**src/rtl/sb_arbiter_pkg.sv**
```systemverilog
// Shared types for the scoreboard arbiter: entry layout, processor count and op encodings.
// Latency: none (types and constants only).
// Backpressure: n/a.
`ifndef PROC_COUNT
`define PROC_COUNT 4
`endif

package sb_arbiter_pkg;

    localparam int PROC_W = (`PROC_COUNT > 1) ? $clog2(`PROC_COUNT) : 1;
    localparam int CMD_W  = 8;

    localparam logic [1:0] SB_OP_READ  = 2'd0;
    localparam logic [1:0] SB_OP_WRITE = 2'd1;
    localparam logic [1:0] SB_OP_FLUSH = 2'd2;

    typedef struct packed {
        logic [CMD_W-1:0]  cmd_id;
        logic [PROC_W-1:0] proc_id;
    } entry_t;

    typedef enum logic [1:0] {ST_IDLE, ST_ISSUE, ST_WAIT, ST_RESP} state_t;

    // What the in-flight operation is; K_FVAL is a done-driven flush_val.
    typedef enum logic [1:0] {K_READ, K_WRITE, K_FLUSH, K_FVAL} kind_t;

    function automatic kind_t iss_kind(input logic [1:0] op);
        case (op)
            SB_OP_WRITE: return K_WRITE;
            SB_OP_FLUSH: return K_FLUSH;
            default:     return K_READ;
        endcase
    endfunction

endpackage

```
**src/rtl/sb_arbiter_rr.sv**
```systemverilog
// rr_picker: one-hot round-robin grant over pending done bits, searching from the slot after the last served.
// Latency: grant is combinational; the pointer moves on the cycle after i_ack.
// Backpressure: grant is only a proposal; the pointer advances solely when the owner acks the served slot.
module rr_picker #(
    parameter int NPROC = 4
) (
    input  logic                     i_clk,
    input  logic                     i_rstn,
    input  logic [NPROC-1:0]         i_req,
    input  logic                     i_ack,
    input  logic [$clog2(NPROC)-1:0] i_ack_id,
    output logic [NPROC-1:0]         o_gnt,
    output logic [$clog2(NPROC)-1:0] o_gnt_id
);
    localparam int IDW = $clog2(NPROC);

    logic [IDW-1:0] ptr_q;
    logic [IDW-1:0] idx;
    logic           found;

    always_ff @(posedge i_clk) begin
        if (!i_rstn) begin
            ptr_q <= '0;
        end else if (i_ack) begin
            ptr_q <= i_ack_id;
        end
    end

    always_comb begin
        o_gnt    = '0;
        o_gnt_id = '0;
        found    = 1'b0;
        idx      = '0;
        for (int i = 1; i <= NPROC; i++) begin
            idx = IDW'((int'(ptr_q) + i) % NPROC);
            if (!found && i_req[idx]) begin
                found      = 1'b1;
                o_gnt[idx] = 1'b1;
                o_gnt_id   = idx;
            end
        end
    end

endmodule

```
**src/rtl/sb_arbiter.sv**
```systemverilog
// sb_arbiter: serialises issuer ops and per-processor done flushes onto one scoreboard port; watchdog under SB_ARB_TIMEOUT_EN.
// Latency: strobe 1 cycle after selection, o_iss_done 1 cycle after ack; a WRITE to a full table completes 1 cycle after selection.
// Backpressure: issuer holds i_iss_req until o_iss_done; done pulses park as pending bits; one op in flight at a time.
module sb_arbiter
    import sb_arbiter_pkg::*;
#(
    parameter int NPROC   = `PROC_COUNT,
    parameter int TIMEOUT = 64
) (
    input  logic                       i_clk,
    input  logic                       i_rstn,
    input  logic                       i_iss_req,
    input  logic [1:0]                 i_iss_op,
    input  entry_t                     i_iss_entry,
    output logic                       o_iss_done,
    output logic                       o_iss_exists,
    output logic [$clog2(NPROC)-1:0]   o_iss_id,
    input  logic [NPROC-1:0]           i_done,
    output entry_t                     o_sb_entry,
    output logic                       o_sb_write,
    output logic                       o_sb_read,
    output logic                       o_sb_flush,
    output logic                       o_sb_flush_val,
    input  logic                       i_sb_ack,
    input  logic                       i_sb_exists,
    input  logic [$clog2(NPROC)-1:0]   i_sb_id,
    output logic [$clog2(NPROC):0]     o_count,
    output logic                       o_timeout
);
    localparam int IDW = $clog2(NPROC);
    localparam int CW  = IDW + 1;

    state_t           state_q, state_d;
    kind_t            kind_q;
    entry_t           entry_q, fval_entry;
    logic             exists_q;
    logic [IDW-1:0]   id_q;
    logic [NPROC-1:0] pending_q, pend_clr, rr_gnt;
    logic [IDW-1:0]   rr_id;
    logic [CW-1:0]    count_q;
    logic             last_iss_q;
    logic             done_avail, iss_sel, done_sel, full_rej;
    logic             sb_acked, fval_acked, wait_expire;

    // When both sides want the port, whoever did not win last time goes next.
    assign done_avail = |rr_gnt;
    assign iss_sel    = i_iss_req && (!done_avail || !last_iss_q);
    assign done_sel   = done_avail && !iss_sel;
    assign full_rej   = (iss_kind(i_iss_op) == K_WRITE) && (count_q == CW'(NPROC));
    assign sb_acked   = (state_q == ST_WAIT) && i_sb_ack;
    assign fval_acked = sb_acked && (kind_q == K_FVAL);

    always_comb begin
        pend_clr = '0;
        if (fval_acked) pend_clr[entry_q.proc_id] = 1'b1;
    end

    always_comb begin
        fval_entry         = '0;
        fval_entry.proc_id = PROC_W'(rr_id);
    end

    rr_picker #(.NPROC(NPROC)) u_rr (
        .i_clk    (i_clk),
        .i_rstn   (i_rstn),
        .i_req    (pending_q),
        .i_ack    (fval_acked),
        .i_ack_id (IDW'(entry_q.proc_id)),
        .o_gnt    (rr_gnt),
        .o_gnt_id (rr_id)
    );

`ifdef SB_ARB_TIMEOUT_EN
    localparam int TW = $clog2(TIMEOUT + 1);

    logic [TW-1:0] wait_cnt_q;
    logic          timeout_q;

    assign wait_expire = (state_q == ST_WAIT) && !i_sb_ack && (wait_cnt_q == TW'(TIMEOUT - 1));
    assign o_timeout   = timeout_q;

    always_ff @(posedge i_clk) begin
        if (!i_rstn) begin
            wait_cnt_q <= '0;
            timeout_q  <= 1'b0;
        end else begin
            wait_cnt_q <= (state_q == ST_WAIT && !i_sb_ack) ? wait_cnt_q + 1'b1 : '0;
            if (wait_expire) timeout_q <= 1'b1;
        end
    end
`else
    // TIMEOUT is referenced only to keep the parameter live; the expression is always 0.
    assign wait_expire = 1'b0 & (TIMEOUT < 0);
    assign o_timeout   = 1'b0;
`endif

    always_ff @(posedge i_clk) begin
        if (!i_rstn) state_q <= ST_IDLE;
        else         state_q <= state_d;
    end

    always_comb begin
        state_d = state_q;
        case (state_q)
            ST_IDLE: begin
                if (iss_sel && full_rej)    state_d = ST_RESP;
                else if (iss_sel || done_sel) state_d = ST_ISSUE;
            end
            ST_ISSUE: state_d = ST_WAIT;
            ST_WAIT:  if (i_sb_ack || wait_expire) state_d = ST_RESP;
            ST_RESP:  state_d = ST_IDLE;
            default:  state_d = ST_IDLE;
        endcase
    end

    always_comb begin
        o_sb_write     = 1'b0;
        o_sb_read      = 1'b0;
        o_sb_flush     = 1'b0;
        o_sb_flush_val = 1'b0;
        if (state_q == ST_ISSUE) begin
            o_sb_write     = (kind_q == K_WRITE);
            o_sb_read      = (kind_q == K_READ);
            o_sb_flush     = (kind_q == K_FLUSH);
            o_sb_flush_val = (kind_q == K_FVAL);
        end
        o_iss_done   = (state_q == ST_RESP) && (kind_q != K_FVAL);
        o_iss_exists = o_iss_done && exists_q;
        o_iss_id     = o_iss_done ? id_q : '0;
    end

    assign o_sb_entry = entry_q;
    assign o_count    = count_q;

    always_ff @(posedge i_clk) begin
        if (!i_rstn) begin
            kind_q     <= K_READ;
            entry_q    <= '0;
            exists_q   <= 1'b0;
            id_q       <= '0;
            pending_q  <= '0;
            count_q    <= '0;
            last_iss_q <= 1'b0;
        end else begin
            pending_q <= (pending_q & ~pend_clr) | i_done;
            if (state_q == ST_IDLE && (iss_sel || done_sel)) begin
                last_iss_q <= iss_sel;
                kind_q     <= iss_sel ? iss_kind(i_iss_op) : K_FVAL;
                entry_q    <= iss_sel ? i_iss_entry : fval_entry;
                exists_q   <= 1'b0;
                id_q       <= '0;
            end
            if (sb_acked) begin
                exists_q <= (kind_q == K_WRITE) || i_sb_exists;
                id_q     <= i_sb_id;
                if (kind_q == K_WRITE) begin
                    if (count_q != CW'(NPROC)) count_q <= count_q + 1'b1;
                end else if (kind_q != K_READ && i_sb_exists && count_q != '0) begin
                    count_q <= count_q - 1'b1;
                end
            end
        end
    end

endmodule

```
**config.mk**
```make
export PLATFORM = sky130hd
export DESIGN_NAME = sb_arbiter
export DESIGN_NICKNAME = d
export VERILOG_FILES = /design/src/rtl/sb_arbiter_pkg.sv /design/src/rtl/sb_arbiter_rr.sv /design/src/rtl/sb_arbiter.sv
export SDC_FILE = /design/constraint.sdc
export NUM_CORES = 1
export LEC_CHECK = 0
export CORE_MARGIN = 1.5
export CORE_UTILIZATION = 40
export DETAILED_ROUTE_END_ITERATION = 6
export GPL_ROUTABILITY_DRIVEN = 0
export GPL_TIMING_DRIVEN = 0
export HOLD_SLACK_MARGIN = 0.15
export MAX_ROUTING_LAYER = met4
export PLACE_DENSITY = 0.71
export SLEW_MARGIN = 0
export SYNTH_ARGS = -nofsm -noshare
export SYNTH_HDL_FRONTEND = slang
export SYNTH_SLANG_ARGS = --single-unit
```
**constraint.sdc**
```tcl
create_clock -name i_clk -period 3.3 [get_ports i_clk]
set_input_delay 0.33 -clock i_clk [delete_from_list [all_inputs] [get_ports i_clk]]
set_output_delay 0.33 -clock i_clk [all_outputs]
set_load 0.1 [all_outputs]
```
==> impl_metrics.ini, run 1 <==
[grt]
grt_pass1_wl_um = 6451
grt-ovfl-total = 0
first_global_vias = 1424
use_met1 = 0.2376
grt_max_degree = 16
use_met2 = 0.2973
grt.met3_usage = 0.03125
antenna_found_initial = 0
busiest_layer = met2
track_usage = 0.1849

[pwr]
power.density_mw_per_mm2 = 552.5
vdd_drop_max_v = 0.0003739
leakage_uw = 0.0008666

[worst_setup_path]
start_kind = register
critPathTopFamily = buffers and inverters
path_class = reg2reg
reg2reg_slack_ps = 300
end_kind = register
startpoint = u_rr.ptr_q[1]
crit_required_ps = 3510
slowest_delay_ps = 610
arrival_ps = 3210
cp_slowest_cell = mux4_2
crit_chain = clkbuf_1 -> inv_1 -> ha_1 -> buf_6 -> mux4_2 -> a31o_1 -> a31o_2 -> nor2_4 -> buf_6 -> a22oi_1 -> nor2_1
path_common_cell = buf_6
r2r_start = u_rr.ptr_q[1]
path_max_fanout = 10
cp_num_buf_inv = 4

[synthesis]
synthSimpleGateAreaFrac = 0.2205
synthCells = 190
ys_warn_count = 0
yosysTopAreaCellShare = 0.3186
muxShareOfSynthArea = 0.07080
yosysMostFrequentCell = dfxtp_1
synth_fa_ha_area_frac = 0.1003
synth_top_family_by_area = simple AND/OR/NAND/NOR gates
syn-num-nets = 226
ys_seq_elements = 27
synth-xor-area-share = 0.01549
synth.top_cells.by_area = dfxtp_1, ha_1, nor2_1
synth_top_cell_by_area = dfxtp_1
synth_commonest_cells = dfxtp_1, nor2_1, nand2_1
synthArstFlopShare = 0
synthFlopType = dfxtp_1
synth_edf_count = 0
synth_area_mm2 = 0.001697
netlist-cell-type-count = 49
synth_compound_area_frac = 0.1844
ys_seq_area_frac = 0.3186
avgSynthCellArea_um2 = 8.930

[cells_and_area]
area_growth_pct = 31.78
diodes = 0
finalInstanceArea_mm2 = 0.002236
drive_gt1_frac = 0.09705
fillCellCount = 389
fin_cells = 287
final_util = 0.5550
nets = 274

[sta]
maxSlewHeadroom = 0.3393
setup_viol = 0
setup_tns_ps = 0
slew_violations = 0
fin_crit_sh = 0.9105
grt_setup_unrepaired = false
hold_viol_final = 0
skew_ps = 7.437
fin_crit_ps = 3005
max_freq_ghz = 0.3328
holdWs_ps = 465.0
timing_worst_slew_pin_value_ps = 988.0

[placed_design]
placement.io_buffers = 43
dpl_cell_area_mm2 = 0.002190
dp_hpwl_um = 2832
place_inst = 283

[floorplanning]
dieArea_mm2 = 0.004641
io_pins = 45
initial_core_util = 0.4211
core_area_mm2 = 0.004029
die_w_um = 68.13
rows = 23
die_h_um = 68.13

[cts]
clk_pin_slew_ps = 100
ctsResizeCount = 0
clock-root-buffer = clkbuf_8
cts.sinks = 27
hold_buffers = 0
cts_buffers = 3
clock_path_buffers = 2
clock_latency_ps = 270
cts_tree = yes
post_cts_buffers = 0
htree_levels = 1

[routing]
wire_per_inst_um = 13.24
antenna_left = 0
drt_wl_total_um = 3801
drc_errors = 0
viasPerCell = 5.296
drt-initial-drc-count = 112
drt_pass1_iterations = 4
num_vias = 1520

[hold_path]
min_from = exists_q
min_path_type = reg2reg

[run]
drv_cap = 0

[run_status]
status = complete, no violations
==> cell usage in the layout, fill, tap and decap left out, drive strengths merged, types with 2 or more instances in the layout <==
cell type      instances
nand3                  8
a41o                   3
a31oi                  2
nor4                   2
a31o                   3
a211oi                 2
a22oi                  8
and3                   6
nor2                  22
a21oi                 12
o21ai                  4
ha                    12
mux4                   2
nor2b                  5
mux2i                  6
nand2                 14
and2                   3
inv                   12
buf                    5
xnor2                  3
clkbuf                 8
dfxtp                 27
nand2b                 2
clkdlybuf4s50         43
a21o                   2
nand4                  3
or4                    2
a221oi                 2
==> per-layer routing <==
layer / vias up / part of all wire / wire (um)
li1: 771 / - / -
met1: 714 / 0.45 / 1701
met2: 29 / 0.49 / 1876
met3: 6 / 0.041 / 154
met4: 0 / 0.018 / 68
met5: - / 0 / 0
==> state kept, by name, summed over array words and instances (netlist names) <==
name / cells
u_rr.ptr_q: 2
o_sb_entry: 10
kind_q: 2
state_q: 2
id_q: 2
o_count: 3
pending_q: 4
exists_q: 1
last_iss_q: 1
==> worst reg2reg max path, cell delays in order, from the launching register on <==
cell and delay (ps):
dfxtp_1 410, clkbuf_1 300, inv_1 190, ha_1 330, buf_6 130, mux4_2 610, a31o_1 250, a31o_2 260
nor2_4 130, buf_6 150, a22oi_1 90, nor2_1 90
==> metrics by stage <==
step	setup slack, ps	total power [uW]
5_1_grt	46.50	1310
2_1_floorplan	543.3	906.9
3_5_place_dp	295.8	1058
4_1_cts	264.3	1243
3_3_place_gp	299.9	1055
6_report	295.4	1235
==> where the power goes <==
part	switching [uW]	internal (uW)	total, uW
combinational	422	212	634
clock	102	84.5	186
sequential	43.4	372	416
==> worst paths after layout <==
path / to / cells past startpoint
setup / recovery: o_sb_entry[8] / 11
hold / removal: exists_q / 2
setup reg to reg: o_sb_entry[8] / 11
hold reg to reg: exists_q / 2
==> logic make-up after synthesis <==
group | after synthesis
AND/OR/NAND/NOR | 71
adder cells (fa/ha/maj) | 13
flip-flops | 27
AO/OA/AOI/OAI | 44
XOR/XNOR | 3
buffers and inverters | 22
other | 1
multiplexers | 9
==> cell type report <==
class                           count  area (um^2)  area share
Sequential cell                    27        540.5      0.2417
Timing Repair Buffer               43        430.4      0.1925
Clock inverter                      1        5.005    0.002238
Buffer                             10        103.9     0.04645
Inverter                           12        45.04     0.02015
Tap cell                           50        62.56     0.02798
Multi-Input combinational cell    141         1007      0.4505
Clock buffer                        3        41.29     0.01847
Power figures use the tool's default switching activity.
==> inputs of run 2 (changes only) <==
- CORE_MARGIN: 1.5 -> not set
- SLEW_MARGIN: 0 -> not set
==> run 2 against run 1 <==
  * Final cell count is the same
  * Die area shrank 2.9%
  * Via count shrank 2.0%
  * Critical endpoint is now o_sb_entry[1]
  * Largest cell class unchanged
  * Largest power group unchanged
==> impl_metrics.ini, run 2 (synthesis gave the netlist of run 1 again) <==
[sta]
layout_setup_ws_ps = 276.5
skew_ps = 9.281
fin_crit_sh = 0.9162
setup_viol = 0
timing_worst_slew_pin_value_ps = 972.4
max_freq_ghz = 0.3307
setup_tns_ps = 0
fin_crit_ps = 3023
maxSlewHeadroom = 0.3497
hold_viol_final = 0
grt_setup_unrepaired = false
slew_violations = 0

[cells_and_area]
area_growth_pct = 31.71
nets = 274
largest_reg_flops = 10
layout_common_cells = clkdlybuf4s50_1, dfxtp_1, nor2_1
final_common_cell = clkdlybuf4s50_1
drive_gt1_frac = 0.09283
diodes = 0

[routing]
num_vias = 1489
viasPerCell = 5.188
drt_wl_total_um = 3613
drc_errors = 0
wire_per_inst_um = 12.59
antenna_left = 0
drt_pass1_iterations = 4
drt-initial-drc-count = 64

[grt]
antenna_found_initial = 0
grt-ovfl-total = 0
grt_max_degree = 15
grt_pass1_wl_um = 6003
track_usage = 0.1769
first_global_vias = 1365

[pwr]
vdd_drop_max_v = 0.0004387
leakage_uw = 0.0008639
power.density_mw_per_mm2 = 550.4
fin_total_pwr_uw = 1230

[cts]
clock_latency_ps = 270
clock-root-buffer = clkbuf_8
post_cts_buffers = 0
cts_buffers = 3
clk_pin_slew_ps = 90
hold_buffers = 0
htree_levels = 1
cts.sinks = 27
cts_tree = yes
clock_path_buffers = 2
ctsResizeCount = 0

[run]
drv_cap = 0

[floorplanning]
die_h_um = 67.13
core_area_mm2 = 0.004029
io_pins = 45
initial_core_util = 0.4211
dieArea_mm2 = 0.004506
die_w_um = 67.13
rows = 23

[worst_setup_path]
reg2reg_depth = 10
path_max_fanout = 8
reg2reg_slack_ps = 280
end_kind = register
crit_path_end = o_sb_entry[1]
arrival_ps = 3200
crit_required_ps = 3470
r2r_start = u_rr.ptr_q[1]
path_class = reg2reg
startpoint = u_rr.ptr_q[1]
start_kind = register
r2r_end = o_sb_entry[1]

[hold_path]
min_path_type = reg2reg

[placed_design]
dp_hpwl_um = 2737
post-place-ws_ps = 268.7
placement.io_buffers = 43

[run_status]
status = complete, no violations
## run 2: cell types whose count changed in the layout (fill, tap and decap cells not counted)
| cell | change |
|---|---|
| clkbuf_1 | +1 |
| clkinv_2 | -1 |
## run 2: layer usage
metal	track usage	up-vias	wire (um)
li1	-	773	-
met5	-	-	0
met1	0.2189	695	1725
met4	0.04787	0	25
met2	0.3013	19	1775
met3	0.02055	2	86
## run 2: area by class of cell
type	count	area, um^2
Timing Repair Buffer	43	430.4
Clock buffer	4	45.04
Inverter	12	45.04
Tap cell	50	62.56
Fill cell	402	1794
Sequential cell	27	540.5
Multi-Input combinational cell	141	1007
Buffer	10	103.9
## run 2: worst min path at each step
stage	from	endpoint	slack, ps	cells after the start
final	exists_q	exists_q	460	2
after global routing	exists_q	exists_q	490	2
after CTS	exists_q	exists_q	460	2
after detailed placement	exists_q	exists_q	450	2
after global placement	exists_q	exists_q	440	2
after floorplan	exists_q	exists_q	430	2
## run 2: critical path, cell delays in order (launching register included)
cell and delay [ps]:
dfxtp_1 410, clkbuf_1 310, inv_1 190, ha_1 330
buf_6 140, mux2_4 310, or4_4 430, a211o_1 350
nand4_1 170, a311oi_1 80, a31o_1 190
## run 2: per-stage QoR
stage	utilization	instances	hold WS, ps	cell area, um^2
2_1_floorplan	-	190	428.4	1697
3_3_place_gp	0.5435	283	439.4	2190
3_5_place_dp	0.5435	283	451.0	2190
4_1_cts	0.5547	287	463.4	2235
5_1_grt	0.5547	287	491.0	2235
6_report	0.5547	287	456.4	2235
## run 2: report_power, final
| group | total (uW) | leakage (uW) | internal [uW] | switching, uW |
|---|---|---|---|---|
| sequential | 416 | 0.000221 | 372 | 43.9 |
| clock | 182 | 0.0000228 | 86.3 | 95.9 |
| combinational | 632 | 0.000620 | 212 | 420 |
| total | 1230 | 0.000864 | 671 | 559 |
